===== src/rtl/regfile_ctrl_fsm.sv =====
// Sequencing FSM for the 8x16 register file and ALU datapath.
// Latches one instruction per start pulse and steps the datapath controls one state per cycle.
module regfile_ctrl_fsm #(
    parameter int INSTR_W = 16,
    parameter int RN_W    = 3
) (
    input  logic               clk,
    input  logic               reset_n,
    input  logic               s,
    input  logic [INSTR_W-1:0] instr,
    output logic               w,
    output logic               illegal,
    output logic [RN_W-1:0]    readnum,
    output logic [RN_W-1:0]    writenum,
    output logic               write,
    output logic               loada,
    output logic               loadb,
    output logic               loadc,
    output logic               loads,
    output logic               asel,
    output logic [1:0]         vsel,
    output logic [1:0]         ALUop,
    output logic [1:0]         shift,
    output logic [INSTR_W-1:0] sximm8
);

    // state  | meaning
    // WAIT   | idle, w=1, samples s
    // GETA   | read Rn into A
    // GETB   | read Rm into B
    // ALU    | load C from ALU result
    // STATUS | load status flags (CMP)
    // WR_REG | write C back to Rd
    // WR_IMM | write sximm8 to Rn
    // BAD    | unsupported opcode/op, pulse illegal
    typedef enum logic [2:0] {
        S_WAIT, S_GETA, S_GETB, S_ALU, S_STATUS, S_WR_REG, S_WR_IMM, S_BAD
    } state_t;

    state_t             state, state_next;
    logic [INSTR_W-1:0] ir;

    function automatic state_t first_state(input logic [INSTR_W-1:0] i);
        logic [2:0] opc;
        logic [1:0] op;
        opc = i[15:13];
        op  = i[12:11];
        if (opc == 3'b110 && op == 2'b10)      first_state = S_WR_IMM;
        else if (opc == 3'b110 && op == 2'b00) first_state = S_GETB;
        else if (opc == 3'b101 && op == 2'b11) first_state = S_GETB;
        else if (opc == 3'b101)                first_state = S_GETA;
        else                                   first_state = S_BAD;
    endfunction

    logic ir_cmp, ir_unary;
    assign ir_cmp   = (ir[15:13] == 3'b101) && (ir[12:11] == 2'b01);
    assign ir_unary = ((ir[15:13] == 3'b110) && (ir[12:11] == 2'b00)) ||
                      ((ir[15:13] == 3'b101) && (ir[12:11] == 2'b11));

    always_ff @(posedge clk or negedge reset_n) begin
        if (!reset_n) begin
            state <= S_WAIT;
            ir    <= '0;
        end else begin
            state <= state_next;
            if (state == S_WAIT && s)
                ir <= instr;
        end
    end

    always_comb begin
        state_next = state;
        w          = 1'b0;
        illegal    = 1'b0;
        readnum    = '0;
        writenum   = '0;
        write      = 1'b0;
        loada      = 1'b0;
        loadb      = 1'b0;
        loadc      = 1'b0;
        loads      = 1'b0;
        asel       = 1'b0;
        vsel       = 2'b00;
        unique case (state)
            S_WAIT: begin
                w = 1'b1;
                if (s)
                    state_next = first_state(instr);
            end
            S_GETA: begin
                readnum    = ir[10:8];
                loada      = 1'b1;
                state_next = S_GETB;
            end
            S_GETB: begin
                readnum    = ir[2:0];
                loadb      = 1'b1;
                state_next = ir_cmp ? S_STATUS : S_ALU;
            end
            S_ALU: begin
                loadc      = 1'b1;
                asel       = ir_unary;
                state_next = S_WR_REG;
            end
            S_STATUS: begin
                loads      = 1'b1;
                state_next = S_WAIT;
            end
            S_WR_REG: begin
                write      = 1'b1;
                writenum   = ir[7:5];
                state_next = S_WAIT;
            end
            S_WR_IMM: begin
                write      = 1'b1;
                writenum   = ir[10:8];
                vsel       = 2'b10;
                state_next = S_WAIT;
            end
            S_BAD: begin
                illegal    = 1'b1;
                state_next = S_WAIT;
            end
            default: state_next = S_WAIT;
        endcase
    end

    assign ALUop  = ir[12:11];
    assign shift  = ir[4:3];
    assign sximm8 = {{(INSTR_W-8){ir[7]}}, ir[7:0]};

endmodule


===== config.mk =====
export PLATFORM = sky130hd
export DESIGN_NAME = regfile_ctrl_fsm
export DESIGN_NICKNAME = d
export VERILOG_FILES = /design/src/rtl/regfile_ctrl_fsm.sv
export SDC_FILE = /design/constraint.sdc
export NUM_CORES = 1
export LEC_CHECK = 0
export CAP_MARGIN = 25
export CORE_MARGIN = 2
export CORE_UTILIZATION = 40
export CTS_CLUSTER_SIZE = 40
export DETAILED_ROUTE_END_ITERATION = 7
export GPL_TIMING_DRIVEN = 0
export PLACE_DENSITY = 0.78
export SLEW_MARGIN = 20
export SYNTH_ARGS = -nofsm -noshare
export SYNTH_HDL_FRONTEND = slang
export SYNTH_SLANG_ARGS = --single-unit

===== constraint.sdc =====
create_clock -name clk -period 2.27 [get_ports clk]
set_input_delay 0.5675 -clock clk [delete_from_list [all_inputs] [get_ports clk]]
set_output_delay 0.5675 -clock clk [all_outputs]
set_load 0.01 [all_outputs]

; After elaboration in Yosys (flattened, before gate mapping)
; Cells that the tools add are included.
[totals]
out_inout_bits = 36
latch_bits = 0
ramBits = 0
reg_bits = 19
inputBits = 19
rom_bits = 0
mem_count = 0
[op_classes]
n_bitwise = 0
mux = 18
n_reduce_logical = 13
n_addsub = 0
order_cmp = 0
n_eq_ne = 16
multipliers = 0
shift = 0
div = 0
[op_table]
columns = op, count
row1 = "3-bit equality test, second input constant", 8
row2 = 3-bit two-way mux, 6
row3 = 3-bit one-hot mux with 5 select lines, 1
row4 = 3-bit one-hot mux with 2 select lines, 2
row5 = 1-bit two-way mux, 8
row6 = 1-bit logical AND, 7
row7 = "2-bit equality test, second input constant", 3
row8 = "3-bit by 2-bit equality test with 1-bit output, second input constant", 2
row9 = 2-bit zero test, 2
row10 = 4-bit OR reduction, 1
row11 = "3-bit by 1-bit equality test with 1-bit output, second input constant", 1
row12 = 3-bit zero test, 1
row13 = "2-bit by 1-bit equality test with 1-bit output, second input constant", 1
row14 = 2-bit two-way mux, 1
row15 = "2-bit inequality test, second input constant", 1
row16 = 2-bit OR reduction, 1
row17 = 1-bit logical OR, 1

; Logic depth before layout (Yosys ltp)
; Gate-level depths: netlist (run 1).
[logic_depth]
word_depth = 7
ltp_mapped = 5

; Worst setup path before layout (run 1)
; OpenSTA, ideal clock, no wires.
[synth_timing]
path_type = register to output
start = register state[0]
end = output writenum[2]
required_ps = 1702
setup_slack_ps = 605
stages_incl_launch_ff = 6
t_arrival_ps = 1097
cell_sequence = dfrtp_1 -> buf_2 -> and2b_1 -> buf_2 -> a22oi_1 -> nor2b_1
[synth_between]
elab_chain_cells = 2
[synth_rtl]
columns = element, line
row1 = from (decl), 40  ; state_t state, state_next;
row2 = from (signal assigned), 65  ; state <= state_next;
row3 = 3-bit equality test, 84  ; unique case (state)
row4 = 3-bit one-hot mux with 2 select lines *, 84
row5 = to (decl), 14  ; output logic [RN_W-1:0] writenum,
; Every way passes the cells marked *; elsewhere a longest branch is shown, timed or not.

; Worst setup path after layout (run 1)
[layout_timing]
start = register state[1]
end = output writenum[2]
; Same word-level chain as after synthesis.

==> impl_metrics.json, run 1 <==
{
  "r2r_slack_ps": 690,
  "yosys.area.top_type": "dfrtp_1",
  "ys_types": 36,
  "die_y_um": 59.0,
  "cts_tree": "yes",
  "crit_slowest_cell": "dfrtp_2",
  "htreeDepth": 1,
  "r2r.worst_path.cells": 5,
  "hpwl_mm": 2.07,
  "switching_share_pct": 35.6,
  "portBuffers": 53,
  "final_nets": 193,
  "cts-root-buf": "clkbuf_4",
  "arrival_ps": 1660,
  "antennaDiodeCount": 0,
  "power.internal_mw": 1.72,
  "timing.fmax_mhz": 449,
  "holdPathEnd": "ir[2]$_DFFE_PN0P_",
  "die_x_um": 59.0,
  "power_frac_seq_pct": 26.3,
  "p_switching_uw": 952,
  "yosysWarnings": 0,
  "syn_inst": 111,
  "layout_commonest_cell": "clkdlybuf4s50_1",
  "fin_area_um2": 1880,
  "cts_made_buffers": 3,
  "holdWs_ps": 554,
  "worst_pin_slew_ps": 908,
  "period_share_pct": 98.2,
  "avgSynthCellArea_um2": 10.9,
  "slowest_delay_ps": 430,
  "grt-ovfl-total": 0,
  "slew_violations": 0,
  "p_clk_share_pct": 6.4,
  "start_util_pct": 43.2,
  "rsz0062_at_grt": "yes",
  "cts.sinks": 19,
  "drt-initial-drc-count": 30,
  "clk_latency_ps": 290,
  "hold_start": "ir[2]$_DFFE_PN0P_",
  "irDropWorstVdd_mv": 0.779,
  "vias": 1047,
  "setup_viol": 0,
  "cpMostUsedCell": "buf_4",
  "ys_seq_area_share_pct": 39.3,
  "worstSetupEndpointType": "output port",
  "grtUsageTotal_pct": 16.6,
  "grt_antenna_before_repair": 0,
  "grt_max_degree": 20,
  "worst_setup_path_start_kind": "flip-flop",
  "final_layout_size_suffix_gt1_share_pct": 37.0,
  "pwr-share-comb_pct": 67.4,
  "hold_viol": 0,
  "path_cells": "nor2b_1 > buf_4 > buf_4 > buf_4 > a22oi_2 > nor2b_1 > clkbuf_2",
  "p_leak_nw": 0.906,
  "power.total_mw": 2.67,
  "maxCapViolCount": 0,
  "viasPerCell": 5.13,
  "dr.pass1.iters": 4,
  "synth-seq-cells": 19,
  "core_um2": 2810,
  "syn_area_um2": 1210,
  "final_cell_mix": "clkdlybuf4s50_1, buf_4, dfrtp_1",
  "grt_pass1_wl_mm": 4.54,
  "reg2reg_to": "ir[1]$_DFFE_PN0P_",
  "path_clk_slew_ps": 110,
  "cts-hold-fix-buffers": 0,
  "place_congestion": 0.893,
  "grt_pass1_vias": 996,
  "period_needed_ps": 2230,
  "drt_drc_violations_left": 0,
  "crit_path_max_fanout": 6,
  "placed_area_um2": 1780,
  "setup_tns_ps": 0,
  "synthTopCellsByArea": "dfrtp_1, buf_4, mux2_4",
  "clock_path_buffers": 2,
  "skew_ps": 1.10,
  "crit_required_ps": 1700,
  "crit_type": "flip-flop to output port",
  "slew-limit-headroom_pct": 39.3,
  "hold_path_depth": 1,
  "wl_mm": 3.01,
  "syn_nets": 130,
  "timing.rr.start": "state[1]$_DFFE_PN0P_",
  "fillerInstances": 230,
  "hp-class": "flip-flop to flip-flop",
  "syn2layout_area_growth_pct": 55.6,
  "status": "completed",
  "netlist.area_leader.share_pct": 39.3,
  "ant_nets": 0,
  "cp_num_buf_inv": 4,
  "rows": 19,
  "io_pins": 55,
  "crit_family": "buffers and inverters",
  "powerDensity_nw_per_um2": 1420,
  "detail_route.wl_per_cell_um": 14.8,
  "dieArea_um2": 3480
}
cell type report:
class,instances,area [um2],share of cell area (%)
Buffer,25,195,10.4
Clock buffer,3,22.5,1.20
Clock inverter,1,5.00,0.266
Inverter,5,18.8,0.996
Multi-Input combinational cell,61,557,29.5
Sequential cell,19,478,25.4
Tap cell,31,38.8,2.06
Timing Repair Buffer,59,569,30.2
sequential cells by signal, indices dropped and copies added (netlist names):
signal  flops
state       3
ir         16
power by group through the flow:
| stage | sequential (mW) | combinational [mW] | clock, mW |
|---|---|---|---|
| floorplan | 0.658 | 1.00 | 0 |
| global placement | 0.692 | 1.64 | 0 |
| detailed placement | 0.706 | 1.67 | 0 |
| CTS | 0.681 | 1.72 | 0.175 |
| global route | 0.729 | 1.92 | 0.193 |
| finish | 0.703 | 1.80 | 0.170 |
how the worst max path moves through the flow:
| stage | slack (ps) | depth (start not counted) | endpoint | from |
|---|---|---|---|---|
| finish | 40 | 7 | writenum[2] | state[1]$_DFFE_PN0P_ |
| detailed placement | 40 | 6 | writenum[2] | state[0]$_DFFE_PN0P_ |
| global route | -40 | 7 | writenum[2] | state[1]$_DFFE_PN0P_ |
| global placement | 60 | 6 | writenum[2] | state[0]$_DFFE_PN0P_ |
| floorplan | 610 | 5 | writenum[2] | state[0]$_DFFE_PN0P_ |
| CTS | 3 | 3 | w | state[1]$_DFFE_PN0P_ |
repair_timing:
item,4_1_cts,5_1_grt
setup endpoints to repair,11,11
pin swaps,1,0
resized for setup,16,16
endpoints found under the hold margin,0,0
setup buffers,3,3
per-layer routing:
metal | global-route usage (%) | share of wire, %
met4 | 2.92 | 0.63
met3 | 2.84 | 8.6
met2 | 28.1 | 50
met1 | 22.6 | 40
met5 | 0 | 0
stage by stage:
stage / setup slack (ps) / util, % / instances
2_1_floorplan: 605 / - / 111
3_3_place_gp: 63.3 / 63.5 / 195
3_5_place_dp: 35.7 / 63.5 / 195
4_1_cts: 2.84 / 65.5 / 202
5_1_grt: -37.5 / 67.2 / 204
6_report: 41.0 / 67.2 / 204
synth_stat cells, drive strengths merged:
library cell   n
a21o           1
nand2b         2
o21a           1
inv            5
or3            1
a21oi          2
nand3b         2
nand4b         1
a32oi          1
mux2          16
and2           2
o2111a         1
o221ai         1
conb           1
and2b          1
and3           1
nor4b          1
buf           25
nor3           2
or3b           1
o311ai         1
dfrtp         19
nor3b          2
nand2          2
o21ai          1
o22ai          1
clkbuf         1
nor2           5
nor2b          5
a22oi          6
cells by family after synthesis:
group,after synthesis,synth area share [%]
buffers and inverters,31,17.4
muxes,16,18.0
and+or+nand+nor,28,15.3
other,1,0.310
AOI/OAI and AO/OA,16,9.81
DFF,19,39.3
Note: power is estimated with default switching activity, not from simulation.
==> run 2: changes to the inputs <==
--- a/config.mk
+++ b/config.mk
@@ -12,7 +12,7 @@
 export DETAILED_ROUTE_END_ITERATION = 7
 export GPL_TIMING_DRIVEN = 0
 export PLACE_DENSITY = 0.78
-export SLEW_MARGIN = 20
+export SLEW_MARGIN = 10
 export SYNTH_ARGS = -nofsm -noshare
 export SYNTH_HDL_FRONTEND = slang
 export SYNTH_SLANG_ARGS = --single-unit
==> results of run 2 <==
Same layout as run 1: the final DEF is identical, and so are final timing and power.
==> run 3: changes to the inputs <==
--- a/config.mk
+++ b/config.mk
@@ -12,6 +12,7 @@
 export DETAILED_ROUTE_END_ITERATION = 7
 export GPL_TIMING_DRIVEN = 0
 export PLACE_DENSITY = 0.78
+export SETUP_SLACK_MARGIN = 0.2
 export SLEW_MARGIN = 10
 export SYNTH_ARGS = -nofsm -noshare
 export SYNTH_HDL_FRONTEND = slang
==> impl_metrics.json, run 3 (synthesized netlist as in run 1, its figures left out) <==
{
  "fin_ws_ps": 196,
  "rows": 19,
  "p_switching_uw": 975,
  "dr.pass1.iters": 4,
  "core_um2": 2810,
  "timing.fmax_mhz": 482,
  "holdWs_ps": 559,
  "grt-ovfl-total": 0,
  "switching_share_pct": 35.4,
  "maxCapViolCount": 0,
  "place_ws_ps": 35.7,
  "layout_commonest_cell": "clkdlybuf4s50_1",
  "hpwl_mm": 2.07,
  "die_x_um": 59.0,
  "wl_mm": 3.03,
  "grt_pass1_wl_mm": 4.69,
  "htreeDepth": 1,
  "ant_nets": 0,
  "syn2layout_area_growth_pct": 58.0,
  "path_clk_slew_ps": 110,
  "die_y_um": 59.0,
  "crit_slowest_cell": "dfrtp_2",
  "r2r_slack_ps": 670,
  "slew-limit-headroom_pct": 41.5,
  "clk_latency_ps": 290,
  "regMostFlops": "ir",
  "dieArea_um2": 3480,
  "slew_violations": 0,
  "power.total_mw": 2.76,
  "setup_viol": 0,
  "fin_util_pct": 68.2,
  "drt_drc_violations_left": 0,
  "largest_reg_flops": 16,
  "path_cells": "buf_6 > and2b_1 > buf_6 > a22oi_2 > nor2b_1 > buf_2",
  "cpMostUsedCell": "buf_6",
  "power.internal_mw": 1.78,
  "crit_type": "flip-flop to output port",
  "cts.sinks": 19,
  "clock_path_buffers": 2,
  "worstSetupEndpointType": "output port",
  "crit_family": "flip-flops",
  "hold_viol": 0,
  "power_frac_seq_pct": 25.6,
  "cts_tree": "yes",
  "cts-hold-fix-buffers": 0,
  "reg_top3": "ir (16), state (3)",
  "crit_required_ps": 1700,
  "cts_made_buffers": 3,
  "powerDensity_nw_per_um2": 1440,
  "portBuffers": 53,
  "grt_max_degree": 20,
  "status": "completed",
  "grt_antenna_before_repair": 0,
  "skew_ps": 4.94,
  "cp_num_buf_inv": 3,
  "irDropWorstVdd_mv": 0.782,
  "period_needed_ps": 2070,
  "setup_tns_ps": 0,
  "io_pins": 55,
  "final_cell_mix": "clkdlybuf4s50_1, buf_4, dfrtp_1",
  "slowest_delay_ps": 450,
  "antennaDiodeCount": 0,
  "rsz0062_at_grt": "yes",
  "final_nets": 200,
  "p_clk_share_pct": 6.2,
  "grt_pass1_vias": 1033,
  "cts-root-buf": "clkbuf_4",
  "grtUsageTotal_pct": 17.1,
  "p_leak_nw": 0.905,
  "pwr-share-comb_pct": 68.2,
  "period_share_pct": 91.4,
  "vias": 1074,
  "final_layout_size_suffix_gt1_share_pct": 44.4,
  "fillerInstances": 226,
  "place_congestion": 0.893,
  "start_util_pct": 43.2,
  "drt-initial-drc-count": 31,
  "worst_pin_slew_ps": 875,
  "viasPerCell": 5.09,
  "hp-class": "flip-flop to flip-flop",
  "crit_path_max_fanout": 7,
  "detail_route.wl_per_cell_um": 14.4,
  "worst_setup_path_start_kind": "flip-flop",
  "arrival_ps": 1510
}
run 3: cell count changes in the layout (fill, tap and decap cells not counted), sizes merged:
| cell | before | now |
|---|---|---|
| dlygate4sd2 | 7 | 5 |
| dlymetal6s2s | 3 | 0 |
| buf | 30 | 45 |
| clkdlybuf4s50 | 41 | 38 |
run 3: worst register-to-register path: cells and delay by family, from the launching register on:
kind / cells / cell delay [ps]
buffers and inverters: 2 / 330
flip-flops: 1 / 450
multiplexers: 1 / 320
AND/OR/NAND/NOR: 2 / 400
run 3: layout make-up:
class / count / area (um2) / area share [%]
Sequential cell: 19 / 479 / 25.0
Clock buffer: 3 / 22.5 / 1.18
Multi-Input combinational cell: 61 / 562 / 29.4
Tap cell: 31 / 38.8 / 2.03
Timing Repair Buffer: 65 / 573 / 30.0
Clock inverter: 1 / 5.00 / 0.262
Inverter: 5 / 18.8 / 0.981
Buffer: 26 / 214 / 11.2
run 3: final timing paths:
| path | cells past startpoint | from | to |
|---|---|---|---|
| max | 6 | state[1]$_DFFE_PN0P_ | writenum[2] |
| min | 1 | ir[2]$_DFFE_PN0P_ | ir[2]$_DFFE_PN0P_ |
| max reg2reg | 5 | state[1]$_DFFE_PN0P_ | ir[1]$_DFFE_PN0P_ |
| min reg2reg | 1 | ir[2]$_DFFE_PN0P_ | ir[2]$_DFFE_PN0P_ |
| max in group asynchronous | 1 | reset_n | state[2]$_DFFE_PN0P_ |
| min in group asynchronous | 1 | reset_n | ir[6]$_DFFE_PN0P_ |
run 3: timing repair:
action,in CTS,in global routing
gates cloned,0,1
buffers inserted,7,4
endpoints found under the setup margin,24,10
resized for setup,47,17
pin swaps,2,3
run 3: per-layer routing:
layer,vias to the layer above,global-route usage [%],routed length (um)
met4,0,4.55,41
met5,-,0,0
met2,63,28.9,1490
met3,4,2.84,259
met1,504,22.8,1240
li1,503,-,-
run 3: power groups by stage:
| stage | clock (mW) | sequential [mW] | combinational, mW |
|---|---|---|---|
| global route | 0.190 | 0.732 | 2.01 |
| global placement | 0 | 0.692 | 1.64 |
| detailed placement | 0 | 0.706 | 1.67 |
| floorplan | 0 | 0.658 | 1.00 |
| CTS | 0.175 | 0.683 | 1.75 |
| finish | 0.172 | 0.704 | 1.88 |
run 3: per-stage QoR:
step                      instances  area (um2)
after floorplan                 111        1210
after global placement          195        1780
after detailed placement        195        1780
after CTS                       206        1840
after global routing            211        1910
final                           211        1910
